## src/rtl/usp_multi_auth.sv

```systemverilog
// USP authentication engine for NUM_EV vehicles: registration table, XOR decrypt,
// magic/PUF check and per-id nonce replay rejection, with a timed valid/ready result port.
module usp_multi_auth #(
   parameter int unsigned       ID_W    = 16,
   parameter int unsigned       NONCE_W = 16,
   parameter int unsigned       MSG_W   = 64,
   parameter int unsigned       NUM_EV  = 4,
   parameter int unsigned       SLOT_W  = $clog2(NUM_EV),
   parameter logic [MSG_W-1:0]  ENC_KEY = 64'hDEADBEEFCAFEBABE,
   parameter logic [MSG_W-1:0]  TAG_KEY = 64'hCAFEBABEDEADBEEF,
   parameter logic [7:0]        MAGIC   = 8'h5A,
   parameter int unsigned       TIMEOUT = 15
) (
   input  logic               clk,
   input  logic               reset,
   input  logic               reg_valid,
   input  logic [ID_W-1:0]    reg_id,
   output logic               reg_ready,
   output logic               reg_ack,
   output logic               reg_err,
   output logic [SLOT_W-1:0]  reg_slot,
   input  logic               req_valid,
   input  logic [ID_W-1:0]    req_id,
   input  logic [NONCE_W-1:0] req_nonce,
   input  logic [MSG_W-1:0]   req_msg,
   input  logic               req_puf,
   output logic               req_ready,
   output logic               out_valid,
   input  logic               out_ready,
   output logic               out_pass,
   output logic [1:0]         out_err,
   output logic [ID_W-1:0]    out_id,
   output logic [MSG_W-1:0]   out_tag,
   output logic               drop,
   output logic [SLOT_W:0]    num_reg
);

   localparam int unsigned CNT_W = $clog2(TIMEOUT + 1);

   typedef enum logic [1:0] {StIdle, StReg, StVerify, StResp} state_e;

   state_e             r_state;
   logic [ID_W-1:0]    r_ids  [NUM_EV];
   logic [NONCE_W-1:0] r_last [NUM_EV];
   logic [NUM_EV-1:0]  r_valid;
   logic [ID_W-1:0]    r_id;
   logic [NONCE_W-1:0] r_nonce;
   logic [MSG_W-1:0]   r_msg;
   logic               r_puf;
   logic [CNT_W-1:0]   r_cnt;

   logic               w_hit;
   logic [SLOT_W-1:0]  w_hit_slot;
   logic               w_free;
   logic [SLOT_W-1:0]  w_free_slot;
   logic [SLOT_W:0]    w_count;
   logic [MSG_W-1:0]   w_dec;

   assign reg_ready = (r_state == StIdle);
   assign req_ready = (r_state == StIdle);
   assign w_dec     = r_msg ^ ENC_KEY;

   // Descending scan so the lowest matching / free slot wins.
   always_comb begin
      w_hit       = 1'b0;
      w_hit_slot  = '0;
      w_free      = 1'b0;
      w_free_slot = '0;
      w_count     = '0;
      for (int i = NUM_EV - 1; i >= 0; i--) begin
         if (r_valid[i] && (r_ids[i] == r_id)) begin
            w_hit      = 1'b1;
            w_hit_slot = SLOT_W'(i);
         end
         if (!r_valid[i]) begin
            w_free      = 1'b1;
            w_free_slot = SLOT_W'(i);
         end
         w_count = w_count + {{SLOT_W{1'b0}}, r_valid[i]};
      end
   end

   always_ff @(posedge clk or posedge reset) begin
      if (reset) begin
         r_state   <= StIdle;
         r_valid   <= '0;
         for (int i = 0; i < NUM_EV; i++) begin
            r_ids[i]  <= '0;
            r_last[i] <= '0;
         end
         r_id      <= '0;
         r_nonce   <= '0;
         r_msg     <= '0;
         r_puf     <= 1'b0;
         r_cnt     <= '0;
         reg_ack   <= 1'b0;
         reg_err   <= 1'b0;
         reg_slot  <= '0;
         out_valid <= 1'b0;
         out_pass  <= 1'b0;
         out_err   <= 2'd0;
         out_id    <= '0;
         out_tag   <= '0;
         drop      <= 1'b0;
         num_reg   <= '0;
      end else begin
         reg_ack <= 1'b0;
         drop    <= 1'b0;
         num_reg <= w_count;
         unique case (r_state)
            StIdle: begin
               if (reg_valid) begin
                  r_id    <= reg_id;
                  r_state <= StReg;
               end else if (req_valid) begin
                  r_id    <= req_id;
                  r_nonce <= req_nonce;
                  r_msg   <= req_msg;
                  r_puf   <= req_puf;
                  r_state <= StVerify;
               end
            end
            StReg: begin
               reg_ack <= 1'b1;
               r_state <= StIdle;
               if (w_hit) begin
                  reg_err  <= 1'b0;
                  reg_slot <= w_hit_slot;
               end else if (w_free) begin
                  reg_err              <= 1'b0;
                  reg_slot             <= w_free_slot;
                  r_ids[w_free_slot]   <= r_id;
                  r_valid[w_free_slot] <= 1'b1;
                  r_last[w_free_slot]  <= '0;
               end else begin
                  reg_err  <= 1'b1;
                  reg_slot <= '0;
               end
            end
            StVerify: begin
               out_valid <= 1'b1;
               out_id    <= r_id;
               r_cnt     <= '0;
               r_state   <= StResp;
               out_pass  <= 1'b0;
               out_tag   <= '0;
               if (!w_hit) begin
                  out_err <= 2'd1;
               end else if (r_nonce <= r_last[w_hit_slot]) begin
                  out_err <= 2'd2;
               end else if ((w_dec[7:0] != MAGIC) || !r_puf) begin
                  out_err <= 2'd3;
               end else begin
                  out_err            <= 2'd0;
                  out_pass           <= 1'b1;
                  out_tag            <= w_dec ^ TAG_KEY;
                  r_last[w_hit_slot] <= r_nonce;
               end
            end
            StResp: begin
               if (out_ready) begin
                  out_valid <= 1'b0;
                  r_state   <= StIdle;
               end else if (r_cnt == CNT_W'(TIMEOUT - 1)) begin
                  out_valid <= 1'b0;
                  drop      <= 1'b1;
                  r_state   <= StIdle;
               end else begin
                  r_cnt <= r_cnt + 1'b1;
               end
            end
            default: r_state <= StIdle;
         endcase
      end
   end

endmodule

```

## config.mk

```make
export PLATFORM = sky130hd
export DESIGN_NAME = usp_multi_auth
export DESIGN_NICKNAME = d
export VERILOG_FILES = /design/src/rtl/usp_multi_auth.sv
export SDC_FILE = /design/constraint.sdc
export NUM_CORES = 1
export LEC_CHECK = 0
export ABC_AREA = 0
export CORE_ASPECT_RATIO = 2
export CORE_UTILIZATION = 51
export CTS_BUF_LIST = sky130_fd_sc_hd__clkbuf_8
export DETAILED_ROUTE_END_ITERATION = 8
export GPL_TIMING_DRIVEN = 0
export PLACE_DENSITY = 0.79
export SLEW_MARGIN = 40
export SYNTH_ARGS = -nofsm -noshare
export SYNTH_HDL_FRONTEND = slang
export SYNTH_SLANG_ARGS = --single-unit
```

## constraint.sdc

```tcl
create_clock -name clk -period 11.7 [get_ports clk]
set_clock_uncertainty 0.15 [all_clocks]
set_input_delay 2.925 -clock clk [delete_from_list [all_inputs] [get_ports clk]]
set_output_delay 2.925 -clock clk [all_outputs]
set_load 0.005 [all_outputs]
```

==> impl_metrics.tcl, run 1 <==
set metrics [dict create \
    setup_viol 0 \
    yosys.cell_types.count 64 \
    use_met1_pct 28.30 \
    worstPathCellList "buf_2 -> xor2_1 -> or4b_1 -> or4_1 -> nor3_2 -> clkbuf_1 -> a222oi_1 -> a21boi_1 -> ha_1 -> nand4_1 -> a2111oi_0 -> nor4b_1 -> or4_1 -> a21oi_2 -> o21ai_2 -> buf_2 -> a22o_1" \
    die-area_mm2 0.02862 \
    vias_per_cell 5.718 \
    place_congestion 0.8808 \
    crit_slowest_cell "or4_1" \
    final_area_mm2 0.01819 \
    arrival_ns 7.38 \
    synth_warnings 0 \
    synthToLayoutAreaGrowth_pct 27.81 \
    first_pass_iters 7 \
    synth_ff_type "dfrtp_1" \
    synthCells 1137 \
    post-route-min-period_ns 7.056 \
    p_clk_share_pct 23.8 \
    crit_fanout 10 \
    grt_util_all_layers_pct 27.23 \
    synthXorXnorAreaFrac_pct 3.939 \
    avgSynthCellArea_um2 12.52 \
    drc 0 \
    hold_slack_ns 0.3037 \
    path_class "reg -> reg" \
    grt_max_degree 29 \
    p_sw_uw 1377 \
    max-clock-path-buffers 3 \
    crit_buf_inv 3 \
    insertion_delay_ns 0.59 \
    cts_root_buf "clkbuf_8" \
    antenna_found_initial 5 \
    grt_pass1_wl_um 59350 \
    muxShareOfSynthArea_pct 12.86 \
    routed_wl_um 37800 \
    synth_edf_count 0 \
    io_buffers 210 \
    sequentialPowerShare_pct 42.3 \
    hold_path.class "reg -> reg" \
    tightestPinTransition_ns 0.8279 \
    cts_resized 0 \
    synth_area_mm2 0.01423 \
    max_stage_delay_ns 0.69 \
    synth_fa_ha_area_share_pct 1.987 \
    leakagePower_uw 0.007937 \
    cap_violations 0 \
    ys_ff_latch 327 \
    grt.busiest_layer "met2" \
    fmax_mhz 141.7 \
    clk_pin_slew_ns 0.07 \
    startpoint_type "register" \
    drive_gt1_share_pct 19.63 \
    grt_util_met3_pct 3.896 \
    critical-path-top-delay-family "simple AND/OR/NAND/NOR gates" \
    switching_share_pct 34.24 \
    power_frac_comb_pct 33.9 \
    seqCellArea_mm2 0.008183 \
    period_share_pct 60.31 \
    chipWidth_um 120.1 \
    grt_pass1_vias 11020 \
    post-route-util_pct 66.29 \
    rsz0062_at_grt "false" \
    grt_overflow 0 \
    vdd_drop_max_mv 0.1467 \
    fin_tns_setup_ns 0 \
    antenna_left 0 \
    multi_input_area_mm2 0.005594 \
    r2r_slack_ns 4.64 \
    cts_num_sinks 327 \
    final-max-slew-violation-count 0 \
    ctsHoldBuffers 0 \
    wire_per_inst_um 21.01 \
    n_fill_cell 2052 \
    synth.net_count 1277 \
    synthSimpleGateAreaFrac_pct 8.730 \
    nets 1548 \
    place_ws_ns 4.431 \
    cts_setup_buffers 0 \
    placementRows 86 \
    vias 10290 \
    fin_ws_ns 4.644 \
    synth-async-reset-ratio_pct 100.0 \
    cts_buffers 44 \
    synth_compound_area_share_pct 11.57 \
    die_y_um 238.2 \
    cts_tree "yes" \
    powerDensity_mw_per_mm2 221.1 \
    place_area_mm2 0.01717 \
    crit_required_ns 12.02 \
    synth_top_family_by_area "multiplexers" \
    final_hold_viol_count 0 \
    start_util_pct 51.87 \
    slew_headroom_pct 44.03 \
    yosysSeqAreaShare_pct 57.50 \
    status "completed" \
    h-tree-depth 2 \
    drtIter0Drc 527 \
    met2_usage_pct 49.13 \
    dp_hpwl_um 27650 \
    io_pins 212 \
    crit_path_end_kind "register" \
    core_area_mm2 0.02744 \
    power.internal_uw 2644 \
]
## routing by layer
metal	wire length (µm)	vias to the layer above
met5	0	-
met4	2828	0
met3	1600	155
met2	20340	354
met1	13030	5165
li1	-	4612
## power groups by stage
stage / Clock (µW) / Combinational [µW] / Sequential, µW
after global routing: 1020 / 1490 / 1740
after CTS: 974 / 1380 / 1700
after global placement: 0 / 1300 / 1700
final: 955 / 1360 / 1700
after detailed placement: 0 / 1370 / 1710
after floorplan: 0 / 940 / 1660
## worst paths after layout
path / endpoint / cells past startpoint / from
worst max-delay path: r_last[22]$_DFFE_PP0P_ / 17 / r_id[8]$_DFFE_PP0P_
worst min-delay path: out_tag[48]$_DFFE_PP0P_ / 1 / r_msg[48]$_DFFE_PP0P_
worst max register to register: r_last[22]$_DFFE_PP0P_ / 17 / r_id[8]$_DFFE_PP0P_
worst min register to register: out_tag[48]$_DFFE_PP0P_ / 1 / r_msg[48]$_DFFE_PP0P_
max in group asynchronous: out_tag[30]$_DFFE_PP0P_ / 9 / reset
min in group asynchronous: r_nonce[9]$_DFFE_PP0P_ / 2 / reset
## synthesized netlist by cell type (all sizes together), types with 5 or more instances
master  number  area (µm²)
dfrtp      327        8183
mux2       145        1670
nand2      109       409.1
a22o       103       902.1
xnor2       52       455.4
o21ai       45       247.8
clkbuf      39       147.6
inv         39       146.4
buf         33       191.4
nor2        30       115.1
a21oi       26       133.9
nand4       22       137.6
ha          21       262.8
mux2i       16       160.2
a222oi      15       150.1
nand3       13       65.06
xor2        12       105.1
nor4        11       102.6
nor3         9       50.05
or4          8       67.56
a21boi       7       52.55
or2          6       37.54
and2         5       33.78
## cells by family after synthesis
| family | after synthesis |
|---|---|
| flops | 327 |
| fa+ha+maj | 22 |
| simple gates | 236 |
| mux | 161 |
| compound gates | 216 |
| xor+xnor | 64 |
| buf+inv | 111 |
## cell usage in the layout (no fill, tap or decap), types with 4 or more instances in the layout
master / instances
mux2_1: 10
and2_1: 4
buf_12: 5
clkinv_2: 8
buf_16: 10
nor4_1: 6
diode_2: 5
inv_1: 44
clkbuf_8: 62
mux2_2: 125
o21a_1: 4
a21oi_1: 25
nor3_1: 7
ha_1: 21
nor2_1: 28
nand3_1: 13
xor2_1: 12
nand2_1: 109
buf_6: 4
clkbuf_1: 38
buf_2: 22
mux2_4: 10
a21o_1: 4
a22o_1: 103
a21boi_0: 6
buf_1: 4
o21ai_0: 41
mux2i_1: 16
clkdlybuf4s50_1: 210
a222oi_1: 15
or4_1: 6
nand4_1: 22
or2_2: 6
dfrtp_1: 327
xnor2_1: 52
## through the flow
step / power [µW] / std cells
4_1_cts: 4046 / 1794
3_3_place_gp: 3001 / 1699
5_1_grt: 4251 / 1799
2_1_floorplan: 2595 / 1137
3_5_place_dp: 3080 / 1714
6_report: 4021 / 1799
## cell type report
class	count	share of cell area [%]
Sequential cell	327	44.99
Multi-Input combinational cell	699	30.76
Timing Repair Buffer	225	13.62
Clock buffer	62	4.691
Tap cell	352	2.421
Buffer	72	1.871
Inverter	39	0.8255
Clock inverter	18	0.7567
Antenna cell	5	0.06879
Note: power is estimated with default switching activity, not from simulation.
==> run 2: changes to the inputs <==
- clock period: 11.7 -> 6.06 ns (I/O delays scaled with it)
==> run 2 against run 1 <==
  * Die area stayed put
  * Non-clock buffer count is 10 higher
  * Utilization is 0.65 points higher
  * Count of clock-buffer cells in the layout stayed put
  * Sequential share of layout area is 0.44 points lower
  * Critical endpoint unchanged
  * Highest routed layer unchanged
==> impl_metrics.tcl, run 2 (synthesized netlist as in run 1, its figures left out) <==
set metrics [dict create \
    start_util_pct 51.87 \
    die_y_um 238.2 \
    crit_buf_inv 4 \
    grt_max_degree 29 \
    wire_per_inst_um 21.14 \
    max_stage_delay_ns 0.63 \
    status "completed" \
    grt_util_all_layers_pct 27.50 \
    antenna_found_initial 5 \
    synthToLayoutAreaGrowth_pct 29.07 \
    io_pins 212 \
    fin_tns_setup_ns 0 \
    ctsHoldBuffers 0 \
    clk_pin_slew_ns 0.07 \
    vias 10450 \
    die-area_mm2 0.02862 \
    chipWidth_um 120.1 \
    fin_ws_ns 0.1331 \
    critical-path-top-delay-family "simple AND/OR/NAND/NOR gates" \
    drtIter0Drc 578 \
    powerDensity_mw_per_mm2 425.1 \
    vias_per_cell 5.777 \
    grt_overflow 0 \
    nets 1558 \
    drive_gt1_share_pct 21.01 \
    cts_root_buf "clkbuf_8" \
    place_congestion 0.8808 \
    startpoint_type "register" \
    post-route-min-period_ns 5.927 \
    drc 0 \
    slew_headroom_pct 47.79 \
    max-clock-path-buffers 3 \
    grt_pass1_vias 11060 \
    cp_common_cell "buf_2" \
    crit_required_ns 6.39 \
    setup_viol 0 \
    arrival_ns 6.25 \
    routed_wl_um 38240 \
    crit_path_end_kind "register" \
    worstPathCellList "buf_2 -> xor2_1 -> or4b_1 -> or4_4 -> nor4b_4 -> buf_2 -> a222oi_1 -> o21ai_0 -> ha_1 -> nor2b_1 -> o211ai_1 -> a2111oi_4 -> nor4b_4 -> or4_4 -> a21oi_4 -> buf_12 -> o21ai_2 -> buf_2 -> a22o_1" \
    final_cell_mix "dfrtp_1 (327), clkdlybuf4s50_1 (210), mux2_2 (125)" \
    grt_pass1_wl_um 59910 \
    place_ws_ns -1.209 \
    hold_path.class "reg -> reg" \
    tightestPinTransition_ns 0.7831 \
    cts_buffers 44 \
    cts_tree "yes" \
    h-tree-depth 2 \
    vdd_drop_max_mv 0.2822 \
    crit_slowest_cell "or4_4" \
    final-max-slew-violation-count 0 \
    cap_violations 0 \
    core_area_mm2 0.02744 \
    antenna_left 0 \
    period_share_pct 97.80 \
    dp_hpwl_um 27650 \
    leakagePower_uw 0.008035 \
    final_hold_viol_count 0 \
    insertion_delay_ns 0.59 \
    fmax_mhz 168.7 \
    placementRows 86 \
    layout_commonest_cell "dfrtp_1" \
    io_buffers 210 \
    path_class "reg -> reg" \
    first_pass_iters 7 \
    crit_fanout 10 \
    cts_num_sinks 327 \
]
==> run 2: final cells by class <==
| class | count | area, µm² |
|---|---|---|
| clock buffers | 62 | 853.3 |
| clock inverters | 18 | 137.6 |
| plain buffers | 70 | 337.8 |
| repair buffers | 237 | 2580 |
| multi-input cells | 699 | 5673 |
| inverters | 39 | 150.1 |
| well taps | 352 | 440.4 |
| fillers | 2018 | 9071 |
| diodes | 5 | 12.51 |
| flip-flops and latches | 327 | 8183 |
==> run 2: layer usage <==
layer | share of wire [%] | vias up | GRT usage (%)
li1 | - | 4646 | -
met2 | 54 | 389 | 49.67
met4 | 7.5 | 0 | 19.81
met5 | 0 | - | 0
met1 | 34 | 5251 | 28.59
met3 | 4.4 | 164 | 3.991
==> run 2: repair_timing <==
item	4_1_cts	5_1_grt
resized for setup	16	5
pin swaps	5	6
cloned	0	0
endpoints found under the setup margin	123	84
buffers inserted	8	4
==> run 2: worst paths after layout <==
path | from | endpoint | slack [ns] | cells after the start
min | r_msg[38]$_DFFE_PP0P_ | out_tag[38]$_DFFE_PP0P_ | 0.30 | 1
max in group asynchronous | reset | out_tag[30]$_DFFE_PP0P_ | 3.03 | 9
max | r_id[8]$_DFFE_PP0P_ | r_last[22]$_DFFE_PP0P_ | 0.13 | 19
max reg2reg | r_id[8]$_DFFE_PP0P_ | r_last[22]$_DFFE_PP0P_ | 0.13 | 19
min reg2reg | r_msg[38]$_DFFE_PP0P_ | out_tag[38]$_DFFE_PP0P_ | 0.30 | 1
min in group asynchronous | reset | r_nonce[9]$_DFFE_PP0P_ | 1.11 | 2
==> run 2: power by group <==
part	switching [µW]	internal [µW]	leakage, µW
Clock	851	996	0.000538
Combinational	1370	1290	0.00334
Sequential	464	2830	0.00415
Total	2690	5120	0.00804
==> run 2: worst reg2reg max path: cells and delay by family, from the launching register on <==
kind	cells	cell delay (ns)
AOI/OAI and AO/OA	7	1.69
xor gates and xnor gates	1	0.21
adders and majority gates	1	0.34
buffers and inverters	4	0.87
DFF	1	0.35
and+or+nand+nor	6	2.22
==> run 2: stage by stage <==
step / total power, µW / util, % / cell area, µm² / cells / hold slack [ns]
finish: 7808 / 66.94 / 18370 / 1809 / 0.3031
global route: 8248 / 66.94 / 18370 / 1809 / 0.3317
CTS: 7832 / 66.68 / 18300 / 1800 / 0.3128
detailed placement: 5947 / 62.58 / 17170 / 1714 / 0.3007
global placement: 5795 / 61.14 / 16780 / 1699 / 0.2933
floorplan: 5011 / - / 14230 / 1137 / 0.2838
==> run 3: changes to the inputs <==
- SETUP_SLACK_MARGIN: unset -> 0.05
==> run 3 against run 2 <==
  * Total power barely moved
  * Hold slack got worse by 0.0013 ns
  * Count of clock-buffer cells in the layout did not move
  * Sequential power barely moved
  * Die area did not move
  * Worst setup slack improved by 0.067 ns
  * Global-route usage did not move
  * Register-to-register slack improved by 0.07 ns
  * Combinational power barely moved
  * Highest routed layer unchanged
==> impl_metrics.tcl, run 3 (synthesized netlist as in run 1, its figures left out) <==
set metrics [dict create \
    status "completed" \
    wire_per_inst_um 21.07 \
    post-route-min-period_ns 5.860 \
    vias 10430 \
    fmax_mhz 170.6 \
    grt_max_degree 29 \
    max-clock-path-buffers 3 \
    drtIter0Drc 583 \
    period_share_pct 96.70 \
    io_buffers 210 \
    switching_share_pct 34.39 \
    n_fill_cell 2010 \
    crit_fanout 10 \
    path_class "reg -> reg" \
    leakagePower_uw 0.008053 \
    routed_wl_um 38140 \
    grt_util_all_layers_pct 27.50 \
    setup_viol 0 \
    powerDensity_mw_per_mm2 424.4 \
    cts_buffers 44 \
    crit_path_end_kind "register" \
    final-max-slew-violation-count 0 \
    place_ws_ns -1.209 \
    grt_overflow 0 \
    cts_num_sinks 327 \
    core_area_mm2 0.02744 \
    total_power_uw 7805 \
    dp_hpwl_um 27650 \
    layout_commonest_cell "dfrtp_1" \
    place_congestion 0.8808 \
    tightestPinTransition_ns 0.7833 \
    arrival_ns 6.19 \
    cap_violations 0 \
    placementRows 86 \
    p_clk_share_pct 23.7 \
    placed_cells 1714 \
    antenna_left 0 \
    final_hold_viol_count 0 \
    ctsHoldBuffers 0 \
    final_cell_mix "dfrtp_1 (327), clkdlybuf4s50_1 (210), mux2_2 (125)" \
    slew_headroom_pct 47.78 \
    vias_per_cell 5.763 \
    sequentialPowerShare_pct 42.3 \
    cts_root_buf "clkbuf_8" \
    startpoint_type "register" \
    grt_pass1_wl_um 59910 \
    fin_ws_ns 0.2000 \
    drive_gt1_share_pct 21.20 \
    drc 0 \
    hold_path.class "reg -> reg" \
    synthToLayoutAreaGrowth_pct 29.22 \
    die-area_mm2 0.02862 \
    start_util_pct 51.87 \
    power_frac_comb_pct 34.1 \
    cts_tree "yes" \
    p_sw_uw 2684 \
    first_pass_iters 7 \
    final_cells 1810 \
    crit_required_ns 6.39 \
    insertion_delay_ns 0.59 \
    antenna_found_initial 5 \
    die_y_um 238.2 \
    final_area_mm2 0.01839 \
    clk_pin_slew_ns 0.07 \
    rsz0062_at_grt "false" \
    grt_pass1_vias 11070 \
    io_pins 212 \
    vdd_drop_max_mv 0.2814 \
    place_area_mm2 0.01717 \
    chipWidth_um 120.1 \
    h-tree-depth 2 \
    power.internal_uw 5121 \
    nets 1559 \
]
run 3: cell count changes in the layout (fill, tap and decap cells not counted), sizes merged:
cell / delta
clkbuf: +1
run 3: timing repair:
| item | CTS | global route |
|---|---|---|
| endpoints found under the setup margin | 123 | 97 |
| gates resized for setup | 17 | 15 |
| buffers inserted | 8 | 4 |
| pin swaps | 5 | 6 |
run 3: routing by layer:
layer | GRT usage [%] | vias up | wire (µm)
met5 | 0 | - | 0
met4 | 19.81 | 0 | 2680
met3 | 3.991 | 148 | 1699
met2 | 49.72 | 380 | 20700
met1 | 28.54 | 5258 | 13060
li1 | - | 4645 | -
run 3: worst max-delay path, cell delays in order, from the launching register on:
cell and delay [ns]:
dfrtp_1 0.35, buf_2 0.22, xor2_1 0.21, or4b_1 0.59, or4_4 0.56, nor4b_4 0.17
buf_2 0.23, a222oi_1 0.39, o21ai_0 0.15, ha_1 0.32, nor2b_1 0.15, o211ai_1 0.14
a2111oi_4 0.40, nor4b_4 0.12, or4_4 0.63, a21oi_4 0.17, buf_12 0.15, o21ai_2 0.13
clkbuf_4 0.25, a22o_1 0.26
run 3: final timing paths:
path / from / endpoint / slack (ns) / cells past startpoint
setup / recovery: r_id[8]$_DFFE_PP0P_ / r_last[5]$_DFFE_PP0P_ / 0.20 / 19
hold / removal: r_msg[38]$_DFFE_PP0P_ / out_tag[38]$_DFFE_PP0P_ / 0.30 / 1
setup reg to reg: r_id[8]$_DFFE_PP0P_ / r_last[5]$_DFFE_PP0P_ / 0.20 / 19
hold reg to reg: r_msg[38]$_DFFE_PP0P_ / out_tag[38]$_DFFE_PP0P_ / 0.30 / 1
max in group asynchronous: reset / out_tag[30]$_DFFE_PP0P_ / 3.03 / 9
min in group asynchronous: reset / r_nonce[9]$_DFFE_PP0P_ / 1.12 / 2
run 3: per-stage QoR:
stage | utilization [%] | hold WS, ns | TNS (ns)
2_1_floorplan | - | 0.2838 | 0
3_3_place_gp | 61.14 | 0.2933 | -744.22
3_5_place_dp | 62.58 | 0.3007 | -99.03
4_1_cts | 66.71 | 0.3128 | 0
5_1_grt | 67.02 | 0.3317 | 0
6_report | 67.02 | 0.3018 | 0
run 3: cell type report:
| type | instances | area (µm²) | share of cell area [%] |
|---|---|---|---|
| diodes | 5 | 12.51 | 0.06804 |
| repair buffers | 237 | 2580 | 14.03 |
| plain buffers | 71 | 355.3 | 1.932 |
| multi-input cells | 699 | 5678 | 30.88 |
| clock buffers | 62 | 853.3 | 4.640 |
| flip-flops and latches | 327 | 8183 | 44.50 |
| clock inverters | 18 | 137.6 | 0.7484 |
| well taps | 352 | 440.4 | 2.395 |
| inverters | 39 | 150.1 | 0.8164 |
run 3: power groups by stage:
stage | Combinational (µW) | Sequential, µW | Clock, µW
after floorplan | 1810 | 3200 | 0
after global placement | 2520 | 3280 | 0
after detailed placement | 2640 | 3310 | 0
after CTS | 2660 | 3290 | 1880
after global routing | 2910 | 3370 | 1970
final | 2660 | 3300 | 1850
